## src/rtl/sum_accumulator_pkg.sv

```systemverilog
// Shared types, default widths and helpers for the sum accumulator.
package sum_accumulator_pkg;

  localparam int unsigned SUM_WIDTH_DEF = 61;
  localparam int unsigned ACC_WIDTH_DEF = 64;
  localparam int unsigned LEN_WIDTH_DEF = 8;

  // Widest frame-length field the helper supports.
  localparam int unsigned LEN_MAX = 16;

  typedef enum logic {
    ACCUM = 1'b0,
    HOLD  = 1'b1
  } state_e;

  // A frame length of zero means 2^lw samples; any other value is used as-is.
  function automatic logic [LEN_MAX:0] len_to_target(input logic [LEN_MAX-1:0] len,
                                                     input int unsigned      lw);
    if (len == '0) begin
      return {{LEN_MAX{1'b0}}, 1'b1} << lw;
    end
    return {1'b0, len};
  endfunction

endpackage

```

## src/rtl/frame_counter.sv

```systemverilog
// Sample counter for one frame: loads on the first sample, latches the
// frame target, and flags the sample that completes the frame.
module frame_counter
  import sum_accumulator_pkg::*;
#(
  parameter int unsigned LEN_WIDTH = LEN_WIDTH_DEF
) (
  input  logic                 clk,
  input  logic                 reset,
  input  logic                 start_i,
  input  logic                 inc_i,
  input  logic                 clear_i,
  input  logic [LEN_WIDTH-1:0] len_i,
  output logic [LEN_WIDTH:0]   count_o,
  output logic                 last_o
);

  localparam int unsigned CW = LEN_WIDTH + 1;

  logic [CW-1:0] count_q, count_d;
  logic [CW-1:0] target_q, target_d;
  logic [CW-1:0] new_target;

  // Next count/target and terminal-count detection for the current accept.
  always_comb begin
    new_target = CW'(len_to_target(LEN_MAX'(len_i), LEN_WIDTH));
    count_d    = count_q;
    target_d   = target_q;
    last_o     = 1'b0;
    if (start_i) begin
      count_d  = CW'(1);
      target_d = new_target;
      last_o   = (new_target == CW'(1));
    end else if (inc_i) begin
      count_d  = count_q + CW'(1);
      last_o   = (count_d == target_q);
    end else if (clear_i) begin
      count_d  = '0;
    end
  end

  // Count and target registers.
  always_ff @(posedge clk) begin
    if (reset) begin
      count_q  <= '0;
      target_q <= '0;
    end else begin
      count_q  <= count_d;
      target_q <= target_d;
    end
  end

  assign count_o = count_q;

endmodule

```

## src/rtl/sum_accumulator.sv

```systemverilog
// Accumulates a programmable number of unsigned adder sums into one frame
// total, presented with its sample count and a sticky overflow flag.
module sum_accumulator
  import sum_accumulator_pkg::*;
#(
  parameter int unsigned SUM_WIDTH = SUM_WIDTH_DEF,
  parameter int unsigned ACC_WIDTH = ACC_WIDTH_DEF,
  parameter int unsigned LEN_WIDTH = LEN_WIDTH_DEF
) (
  input  logic                 clk,
  input  logic                 reset,
  input  logic                 in_valid,
  input  logic [SUM_WIDTH-1:0] in_sum,
  output logic                 in_ready,
  input  logic [LEN_WIDTH-1:0] frame_len,
  output logic                 out_valid,
  input  logic                 out_ready,
  output logic [ACC_WIDTH-1:0] out_acc,
  output logic [LEN_WIDTH:0]   out_count,
  output logic                 out_overflow
);

  localparam int unsigned AW1 = ACC_WIDTH + 1;

  state_e               state_q, state_d;
  logic [ACC_WIDTH-1:0] acc_q, acc_d;
  logic                 ovf_q, ovf_d;
  logic [ACC_WIDTH:0]   sum_ext;
  logic                 accept;
  logic                 frame_start;
  logic                 start;
  logic                 inc;
  logic                 clear;
  logic                 last;
  logic [LEN_WIDTH:0]   count;

  frame_counter #(
    .LEN_WIDTH(LEN_WIDTH)
  ) u_frame_counter (
    .clk    (clk),
    .reset  (reset),
    .start_i(start),
    .inc_i  (inc),
    .clear_i(clear),
    .len_i  (frame_len),
    .count_o(count),
    .last_o (last)
  );

  // Handshake decode, accumulate datapath and next-state logic.
  always_comb begin
    in_ready = !reset && ((state_q == ACCUM) || out_ready);
    accept   = in_valid && in_ready;
    // Any accept while holding a result begins a new frame; in ACCUM a
    // zero count marks the start of a frame.
    frame_start = (state_q == HOLD) || (count == '0);
    start    = accept && frame_start;
    inc      = accept && !frame_start;
    // A result taken with no new sample leaves an empty frame behind.
    clear    = (state_q == HOLD) && out_ready && !accept;
    sum_ext  = {1'b0, acc_q} + AW1'(in_sum);

    acc_d   = acc_q;
    ovf_d   = ovf_q;
    if (start) begin
      acc_d = ACC_WIDTH'(in_sum);
      ovf_d = 1'b0;
    end else if (inc) begin
      acc_d = sum_ext[ACC_WIDTH-1:0];
      ovf_d = ovf_q | sum_ext[ACC_WIDTH];
    end

    state_d = state_q;
    unique case (state_q)
      ACCUM: if (accept && last) state_d = HOLD;
      HOLD:  if (out_ready) state_d = (accept && last) ? HOLD : ACCUM;
      default: state_d = ACCUM;
    endcase
  end

  // State, accumulator and sticky overflow registers.
  always_ff @(posedge clk) begin
    if (reset) begin
      state_q <= ACCUM;
      acc_q   <= '0;
      ovf_q   <= 1'b0;
    end else begin
      state_q <= state_d;
      acc_q   <= acc_d;
      ovf_q   <= ovf_d;
    end
  end

  assign out_valid    = (state_q == HOLD) && !reset;
  assign out_acc      = acc_q;
  assign out_count    = count;
  assign out_overflow = ovf_q;

endmodule

```

## config.mk

```make
export PLATFORM = sky130hd
export DESIGN_NAME = sum_accumulator
export DESIGN_NICKNAME = d
export VERILOG_FILES = /design/src/rtl/sum_accumulator_pkg.sv /design/src/rtl/frame_counter.sv /design/src/rtl/sum_accumulator.sv
export SDC_FILE = /design/constraint.sdc
export NUM_CORES = 1
export LEC_CHECK = 0
export BUFFER_PORTS_ARGS = -buffer_cell sky130_fd_sc_hd__buf_4
export CORE_MARGIN = 2
export CORE_UTILIZATION = 30
export CTS_CLUSTER_SIZE = 8
export DETAILED_ROUTE_END_ITERATION = 6
export PLACE_DENSITY_LB_ADDON = 0.12
export SLEW_MARGIN = 40
export SYNTH_ARGS = -nofsm -noshare
export SYNTH_HDL_FRONTEND = slang
export SYNTH_HIERARCHICAL = 1
export SYNTH_SLANG_ARGS = --single-unit
```

## constraint.sdc

```tcl
create_clock -name clk -period 3.6 [get_ports clk]
set_input_delay 0.72 -clock clk [delete_from_list [all_inputs] [get_ports clk]]
set_output_delay 0.72 -clock clk [all_outputs]
set_load 0.005 [all_outputs]
```

# --- Word-level counts from Yosys, hierarchy flattened ---
# Cells that the tools add are included.
op_classes:
  n_addsub: 2
  eq_ne: 2
  muxes: 13
  bitwise_logic: 2
  n_reduce_logical: 19
ops:
  columns: ["op", "n"]
  rows:
  - ["$mux W61", 2]
  - ["$add A64 B61 Y65", 1]
  - ["$mux W9", 4]
  - ["$add A9 B1 Y9 const B", 1]
  - ["$eq A9 B1 Y1 const B", 1]
  - ["$eq A9 B9 Y1", 1]
  - ["$logic_not A9 Y1", 1]
  - ["$logic_and A1 B1 Y1", 8]
  - ["$logic_not A8 Y1", 1]
  - ["$mux W1", 6]
  - ["$reduce_bool A2 Y1", 2]
  - ["$logic_not A1 Y1", 3]
  - ["$reduce_bool A3 Y1", 1]
  - ["$logic_or A1 B1 Y1", 2]
  - ["$pmux W1 S2", 1]
  - ["$reduce_or A2 Y1", 1]
  - ["$not A1 Y1", 1]
  - ["$or A1 B1 Y1", 1]
word_totals:
  ff_bits: 84
  input_bits: 73
  elab_cells: 45

# --- Longest topological paths before layout ---
# Gate-level depths: netlist (run 1).
logic_depth:
  ltp_word: 11
  depth_mapped: 13
  depth_no_buf: 12

# --- Hierarchy ---
# Netlist (run 1), hierarchy kept.
by_module_without_submodules:
  columns: ["module", "instances", "cells_per_inst", "area_per_inst_um2", "seq_area_each_um2"]
  rows:
  - ["sum_accumulator", 1, 892, 6506.2, 1321.3]
  - ["frame_counter", 1, 118, 1012.2, 360.3]

# --- Worst setup path after synthesis (run 1) ---
# OpenSTA, ideal clock, no wires.
synth_timing:
  kind: "input port to flip-flop"
  from: "in in_sum[0]"
  to: "reg acc_q[50] (netlist: out_acc[50])"
  setup_ns: 0.133
  arrival_ns: 3.254
  t_required_ns: 3.467
  path_slack_ns: 0.213
  cell_stages: 12
  path_buffers: 0
  cell_sequence: "ha_1 > fa_1 > a211oi_1 > o211ai_2 > a21oi_1 > o21bai_1 > a2111oi_2 > nor3_1 > a21boi_0 > o21ai_0 > xnor2_1 > o22ai_1"
synth_between:
  elab_chain_cells: 3
synth_lines:
  columns: ["item", "line", "rtl"]
  rows:
  - ["from (decl)", "sum_accumulator.sv:13", "input logic [SUM_WIDTH-1:0] in_sum,"]
  - ["$add A64 B61 Y65", "sum_accumulator.sv:61", "sum_ext = {1'b0, acc_q} + AW1'(in_sum);"]
  - ["$mux W61", "sum_accumulator.sv:68", "end else if (inc) begin"]
  - ["$mux W61", "sum_accumulator.sv:65", "if (start) begin"]
  - ["to (signal assigned)", "sum_accumulator.sv:85", "acc_q <= '0;"]
  - ["to (signal assigned)", "sum_accumulator.sv:89", "acc_q <= acc_d;"]
  - ["to (decl)", "sum_accumulator.sv:26", "logic [ACC_WIDTH-1:0] acc_q, acc_d;"]
# No other way between the ends. The select of a mux whose other input is x is not followed.
# A chain may end at the register's enable or synchronous reset.

# --- Final worst setup path (run 1) ---
layout_timing:
  from: "in in_sum[0]"
  to: "reg acc_q[42] (netlist: out_acc[42])"
# Same word-level chain as after synthesis.

==> results.sh, run 1 <==
export IMPL_crit_fanout=3
export IMPL_hpwl_mm=19.6
export IMPL_htreeDepth=3
export IMPL_rows=57
export IMPL_syn_num_nets=1146
export IMPL_vdd_drop_max_mv=0.183
export IMPL_timing_rr_start="out_acc[0]$_SDFFE_PP0P_"
export IMPL_synthMuxAreaShare=0.0133
export IMPL_ant_nets=0
export IMPL_grt_max_degree=76
export IMPL_cts_setup_buffers=0
export IMPL_ys_ff_latch=84
export IMPL_yosysMostFrequentCell="nand2_1"
export IMPL_setup_violations=0
export IMPL_synthSimpleGateAreaFrac=0.220
export IMPL_tightest_slew_ps=765
export IMPL_synth_cells=1010
export IMPL_clk_latency_ps=360
export IMPL_via_per_inst=5.34
export IMPL_final_layout_size_suffix_gt1_frac=0.225
export IMPL_cts_tree="done"
export IMPL_clockRootBuffer="clkbuf_16"
export IMPL_rsz0062_at_grt="false"
export IMPL_numCtsBuffers=9
export IMPL_min_to="out_overflow$_SDFFE_PP0P_"
export IMPL_port_buffers=148
export IMPL_cp_cell_sequence="buf_4 -> ha_1 -> fa_1 -> a211oi_1 -> buf_4 -> o211ai_2 -> a21oi_1 -> o21bai_1 -> a2111oi_2 -> buf_4 -> nor3_1 -> buf_4 -> a31oi_1 -> xnor2_1 -> nand2_1 -> a31oi_1"
export IMPL_dp_cells=1478
export IMPL_fin_util=0.393
export IMPL_synth_xor_area_frac=0.0839
export IMPL_yosysWarningCount=6
export IMPL_netlist_area_sq_um=7520
export IMPL_grt_overflow_total=0
export IMPL_routed_via_count=7979
export IMPL_setup_worst_path_end_class="flip-flop"
export IMPL_drt_iter0_drc=485
export IMPL_io_pins=149
export IMPL_synthFlopType="dfxtp_1"
export IMPL_final_max_slew_viol_count=0
export IMPL_worstRegToRegCells=15
export IMPL_start_util=0.307
export IMPL_crit_type="in2reg"
export IMPL_n_fill_cell=2582
export IMPL_yosysTopAreaCell="dfxtp_1"
export IMPL_period_share=0.933
export IMPL_power_density_nw_per_um2=346
export IMPL_rr_endpoint="out_acc[62]$_SDFFE_PP0P_"
export IMPL_worst_path_largest_cell_delay_ps=400
export IMPL_final_hold_viol_count=0
export IMPL_hold_depth=1
export IMPL_die_y_microns=162
export IMPL_gp_congestion=0.859
export IMPL_hold_class="reg2reg"
export IMPL_core_sq_um=24500
export IMPL_grt_pass1_vias=7887
export IMPL_critPathLaunchType="primary input"
export IMPL_synth_top_family_by_area="compound AO/OA/AOI/OAI gates"
export IMPL_r2r_slack_ps=340
export IMPL_cp_data_arrival_time_ps=3640
export IMPL_firstDrtPassIters=5
export IMPL_crit_start="in_sum[0]"
export IMPL_synthAdderAreaFrac=0.106
export IMPL_async_flop_share=0
export IMPL_synth_seq_area_share=0.224
export IMPL_min_period_ps=3360
export IMPL_cts_clk_slew_worst_paths_ps=80
export IMPL_antenna_found_initial=0
export IMPL_cp_top_family="compound AO/OA/AOI/OAI gates"
export IMPL_grt_pass1_wl_mm=42.0
export IMPL_leakage_nw=4.24
export IMPL_nets=1301
export IMPL_grtUsageTotal=0.199
export IMPL_synth_common_cells="nand2_1, nor2_1, a21oi_1, dfxtp_1, ha_1"
export IMPL_timing_slew_headroom=0.489
export IMPL_syn_area_per_cell_sq_um=7.44
export IMPL_fin_cells=1494
export IMPL_synth_edf_count=0
export IMPL_dieArea_sq_um=26300
export IMPL_synth_compound_area_frac=0.303
export IMPL_wl_per_cell_microns=17.6
export IMPL_drc_errors=0
export IMPL_cp_required_ps=3880
export IMPL_synthDistinctLibCells=72
export IMPL_clock_skew_ps=13.7
export IMPL_drv_cap=0
export IMPL_finalPower_mw=3.32
export IMPL_routed_wl_mm=26.2
export IMPL_synth_top_cells_by_area="dfxtp_1, ha_1, nand2_1"
export IMPL_cp_slowest_cell="fa_1"
export IMPL_synth_top_cell_area_share=0.224
export IMPL_fp_dieW_microns=162
export IMPL_clockBufferDepth=2
export IMPL_syn2layout_area_growth_pct=27.7
export IMPL_cts_sinks=84
export IMPL_hold_start="out_overflow$_SDFFE_PP0P_"
export IMPL_insertedDiodeCount=0
export IMPL_max_freq_ghz=0.298
export IMPL_cpMostUsedCell="buf_4"
export IMPL_outcome="complete, no violations"
export IMPL_worst_path_buf_inv=4
[cell usage in the layout, fill, tap and decap left out, types with 21 or more instances in the layout]
master    count
nand3_1      27
o21ai_0      44
xor2_1       21
nand4_1      26
a311oi_1     30
nand2_1     131
a31oi_1      21
a21o_1       38
nor2_1      102
a21oi_1      97
buf_4       215
xnor2_1      51
ha_1         62
dfxtp_1      84
[where the power goes]
group          switching [mW]  total (mW)  internal, mW  leakage, nW
clock                   0.490        1.05         0.560        0.150
sequential             0.0537        1.04         0.986        0.688
combinational           0.678        1.23         0.554         3.40
[repair_timing]
| item | 4_1_cts | 5_1_grt |
|---|---|---|
| resized for setup | 0 | 1 |
| hold buffers | 0 | 0 |
| hold endpoints to repair | 0 | 0 |
| endpoints found under the setup margin | 0 | 2 |
[final cells by class]
class	instances	area (sq um)	area share
Sequential cell	84	1680	0.175
Tap cell	324	405	0.0422
Timing Repair Buffer	218	1660	0.173
Clock buffer	9	225	0.0235
Inverter	14	52.6	0.00547
Clock inverter	7	95.1	0.00990
Multi-Input combinational cell	838	5490	0.571
[registers in the layout (all words and copies together), names as in the netlist]
name / flops
out_acc: 64
out_overflow: 1
u_frame_counter/target_q: 9
u_frame_counter/count_o: 9
state_q: 1
[logic make-up after synthesis]
logic type	Yosys count
buf+inv	88
compound gates	335
flops	84
fa+ha+maj	63
simple gates	358
xor+xnor	72
mux	10
[per-layer routing]
metal | track usage | wire [microns] | vias up
met2 | 0.324 | 11800 | 185
li1 | - | - | 4022
met5 | 0 | 0 | -
met4 | 0.0487 | 370 | 0
met1 | 0.277 | 12900 | 3750
met3 | 0.0263 | 1140 | 22
[per-stage QoR]
stage | instance area, sq um | hold WS, ps | TNS (ps) | setup slack, ps
after global placement | 9280 | 466 | -399 | -99.8
after detailed placement | 9280 | 469 | -585 | -113
final | 9600 | 478 | 0 | 241
after CTS | 9600 | 488 | 0 | 228
after global routing | 9600 | 503 | 0 | 89.2
after floorplan | 7520 | 459 | 0 | 213
[how the worst max path moves through the flow]
| stage | cells past startpoint | to | slack, ps |
|---|---|---|---|
| 6_report | 16 | out_acc[42]$_SDFFE_PP0P_ | 240 |
| 3_3_place_gp | 16 | out_acc[46]$_SDFFE_PP0P_ | -100 |
| 5_1_grt | 15 | out_acc[50]$_SDFFE_PP0P_ | 90 |
| 4_1_cts | 16 | out_acc[46]$_SDFFE_PP0P_ | 230 |
| 2_1_floorplan | 12 | out_acc[50]$_SDFFE_PP0P_ | 210 |
| 3_5_place_dp | 16 | out_acc[46]$_SDFFE_PP0P_ | -110 |
Note: power is estimated with default switching activity, not from simulation.
==> inputs of run 2 (changes only) <==
- GPL_TIMING_DRIVEN: unset -> 0
==> run 2 against run 1 <==
  * Core utilization decreased by 0.41 points
  * Clock skew decreased by 3.3 ps
  * Routed wire length up 8.8%
  * Clock power about the same
  * Register-to-register slack got worse by 90 ps
  * Combinational power hardly changed
  * Largest cell class unchanged
  * Highest routed layer unchanged
  * Maximum frequency is 3.3% lower
  * Final area fell by 1.1%
==> results.sh, run 2 (synthesis gave the netlist of run 1 again) <==
export IMPL_port_buffers=148
export IMPL_gp_congestion=0.866
export IMPL_via_per_inst=5.38
export IMPL_nets=1310
export IMPL_cp_cell_sequence="buf_4 -> ha_1 -> buf_2 -> nand4_1 -> nor3_1 -> nand2_1 -> nor3_2 -> a2111oi_4 -> nor4bb_2 -> nor3_2 -> buf_4 -> o31ai_1 -> nand3_1 -> mux2i_1"
export IMPL_crit_type="in2reg"
export IMPL_hold_class="reg2reg"
export IMPL_power_density_nw_per_um2=345
export IMPL_htreeDepth=3
export IMPL_rsz0062_at_grt="true"
export IMPL_final_common_cell="buf_4"
export IMPL_critPathLaunchType="primary input"
export IMPL_grt_busiest_layer="met2"
export IMPL_io_pins=149
export IMPL_drv_cap=0
export IMPL_fp_dieW_microns=162
export IMPL_routed_via_count=8088
export IMPL_dieArea_sq_um=26300
export IMPL_drc_errors=0
export IMPL_cp_data_arrival_time_ps=3720
export IMPL_grtUsageMet2=0.342
export IMPL_worst_slack_ps=127
export IMPL_vdd_drop_max_mv=0.256
export IMPL_die_y_microns=162
export IMPL_crit_fanout=7
export IMPL_worst_path_largest_cell_delay_ps=410
export IMPL_grt_pass1_vias=7763
export IMPL_grt_use_met3=0.0260
export IMPL_grtUsageTotal=0.214
export IMPL_firstDrtPassIters=5
export IMPL_period_share=0.965
export IMPL_dpl_worst_slack_ps=-648
export IMPL_setup_violations=0
export IMPL_grt_overflow_total=0
export IMPL_cts_sinks=84
export IMPL_drt_iter0_drc=532
export IMPL_min_period_ps=3470
export IMPL_timing_slew_headroom=0.434
export IMPL_cts_clk_slew_worst_paths_ps=80
export IMPL_cts_tree="done"
export IMPL_layout_common_cells="buf_4, nand2_1, nor2_1, a21oi_1, dfxtp_1"
export IMPL_rows=57
export IMPL_hpwl_mm=22.0
export IMPL_clock_skew_ps=10.4
export IMPL_start_util=0.307
export IMPL_largest_reg_flops=64
export IMPL_leakage_nw=4.10
export IMPL_cp_required_ps=3850
export IMPL_core_sq_um=24500
export IMPL_cp_slowest_cell="o31ai_1"
export IMPL_max_freq_ghz=0.288
export IMPL_ant_nets=0
export IMPL_final_hold_viol_count=0
export IMPL_cp_top_family="simple AND/OR/NAND/NOR gates"
export IMPL_outcome="complete, no violations"
export IMPL_wl_per_cell_microns=19.0
export IMPL_setup_worst_path_end_class="flip-flop"
export IMPL_final_max_slew_viol_count=0
export IMPL_clockRootBuffer="clkbuf_16"
export IMPL_tightest_slew_ps=849
export IMPL_clk_latency_ps=360
export IMPL_grt_met1_usage=0.305
export IMPL_final_layout_size_suffix_gt1_frac=0.198
export IMPL_grt_max_degree=17
export IMPL_clockBufferDepth=2
export IMPL_worst_path_buf_inv=3
export IMPL_syn2layout_area_growth_pct=26.4
export IMPL_hold_slack_ps=474
export IMPL_antenna_found_initial=0
export IMPL_routed_wl_mm=28.5
export IMPL_numCtsBuffers=9
export IMPL_insertedDiodeCount=0
export IMPL_grt_pass1_wl_mm=44.0
run 2: changes by cell type in the layout (fill, tap and decap cells not counted), moves of 2 or more:
cell / previous run / this run
a31oi_1: 21 / 19
a31oi_4: 0 / 2
buf_2: 0 / 19
buf_4: 215 / 158
buf_6: 2 / 0
clkbuf_1: 0 / 47
clkbuf_2: 0 / 3
inv_6: 0 / 2
inv_8: 3 / 1
run 2: per-layer routing:
metal | part of all wire | vias to the layer above | wire, microns
li1 | - | 4034 | -
met1 | 0.49 | 3822 | 13800
met2 | 0.45 | 203 | 12900
met3 | 0.046 | 29 | 1300
met4 | 0.017 | 0 | 495
met5 | 0 | - | 0
run 2: final timing paths:
path / from / slack, ps / end / cells past startpoint
max: in_sum[27] / 130 / out_acc[62]$_SDFFE_PP0P_ / 14
min: out_overflow$_SDFFE_PP0P_ / 470 / out_overflow$_SDFFE_PP0P_ / 1
max reg2reg: out_acc[1]$_SDFFE_PP0P_ / 250 / out_acc[63]$_SDFFE_PP0P_ / 12
min reg2reg: out_overflow$_SDFFE_PP0P_ / 470 / out_overflow$_SDFFE_PP0P_ / 1
run 2: timing repair:
| item | 4_1_cts | 5_1_grt |
|---|---|---|
| pin swaps | 1 | 3 |
| gates resized for setup | 4 | 16 |
| setup buffers | 2 | 3 |
| hold endpoints to repair | 0 | 0 |
| endpoints found under the setup margin | 16 | 28 |
| hold buffers | 0 | 0 |
run 2: report_power, final:
| group | internal [mW] | total, mW | switching (mW) |
|---|---|---|---|
| sequential | 0.986 | 1.04 | 0.0568 |
| clock | 0.551 | 1.04 | 0.487 |
| combinational | 0.496 | 1.20 | 0.705 |
| total | 2.03 | 3.28 | 1.25 |
run 2: final cells by class:
| cell class | instances | area, sq um |
|---|---|---|
| clock buffers | 9 | 225 |
| clock inverters | 7 | 82.6 |
| well taps | 324 | 405 |
| repair buffers | 153 | 1150 |
| plain buffers | 74 | 324 |
| flip-flops and latches | 84 | 1680 |
| inverters | 14 | 56.3 |
| multi-input cells | 838 | 5580 |
| fillers | 2624 | 15000 |
run 2: per-stage QoR:
step | TNS (ps) | power (mW) | instance area (sq um) | util | std cells
after floorplan | 0 | 1.82 | 7520 | - | 1010
after global placement | -15000 | 2.23 | 9030 | 0.369 | 1482
after detailed placement | -9280 | 2.23 | 9040 | 0.370 | 1482
after CTS | 0 | 3.28 | 9390 | 0.384 | 1500
after global routing | -29.2 | 3.47 | 9500 | 0.388 | 1503
final | 0 | 3.28 | 9500 | 0.388 | 1503
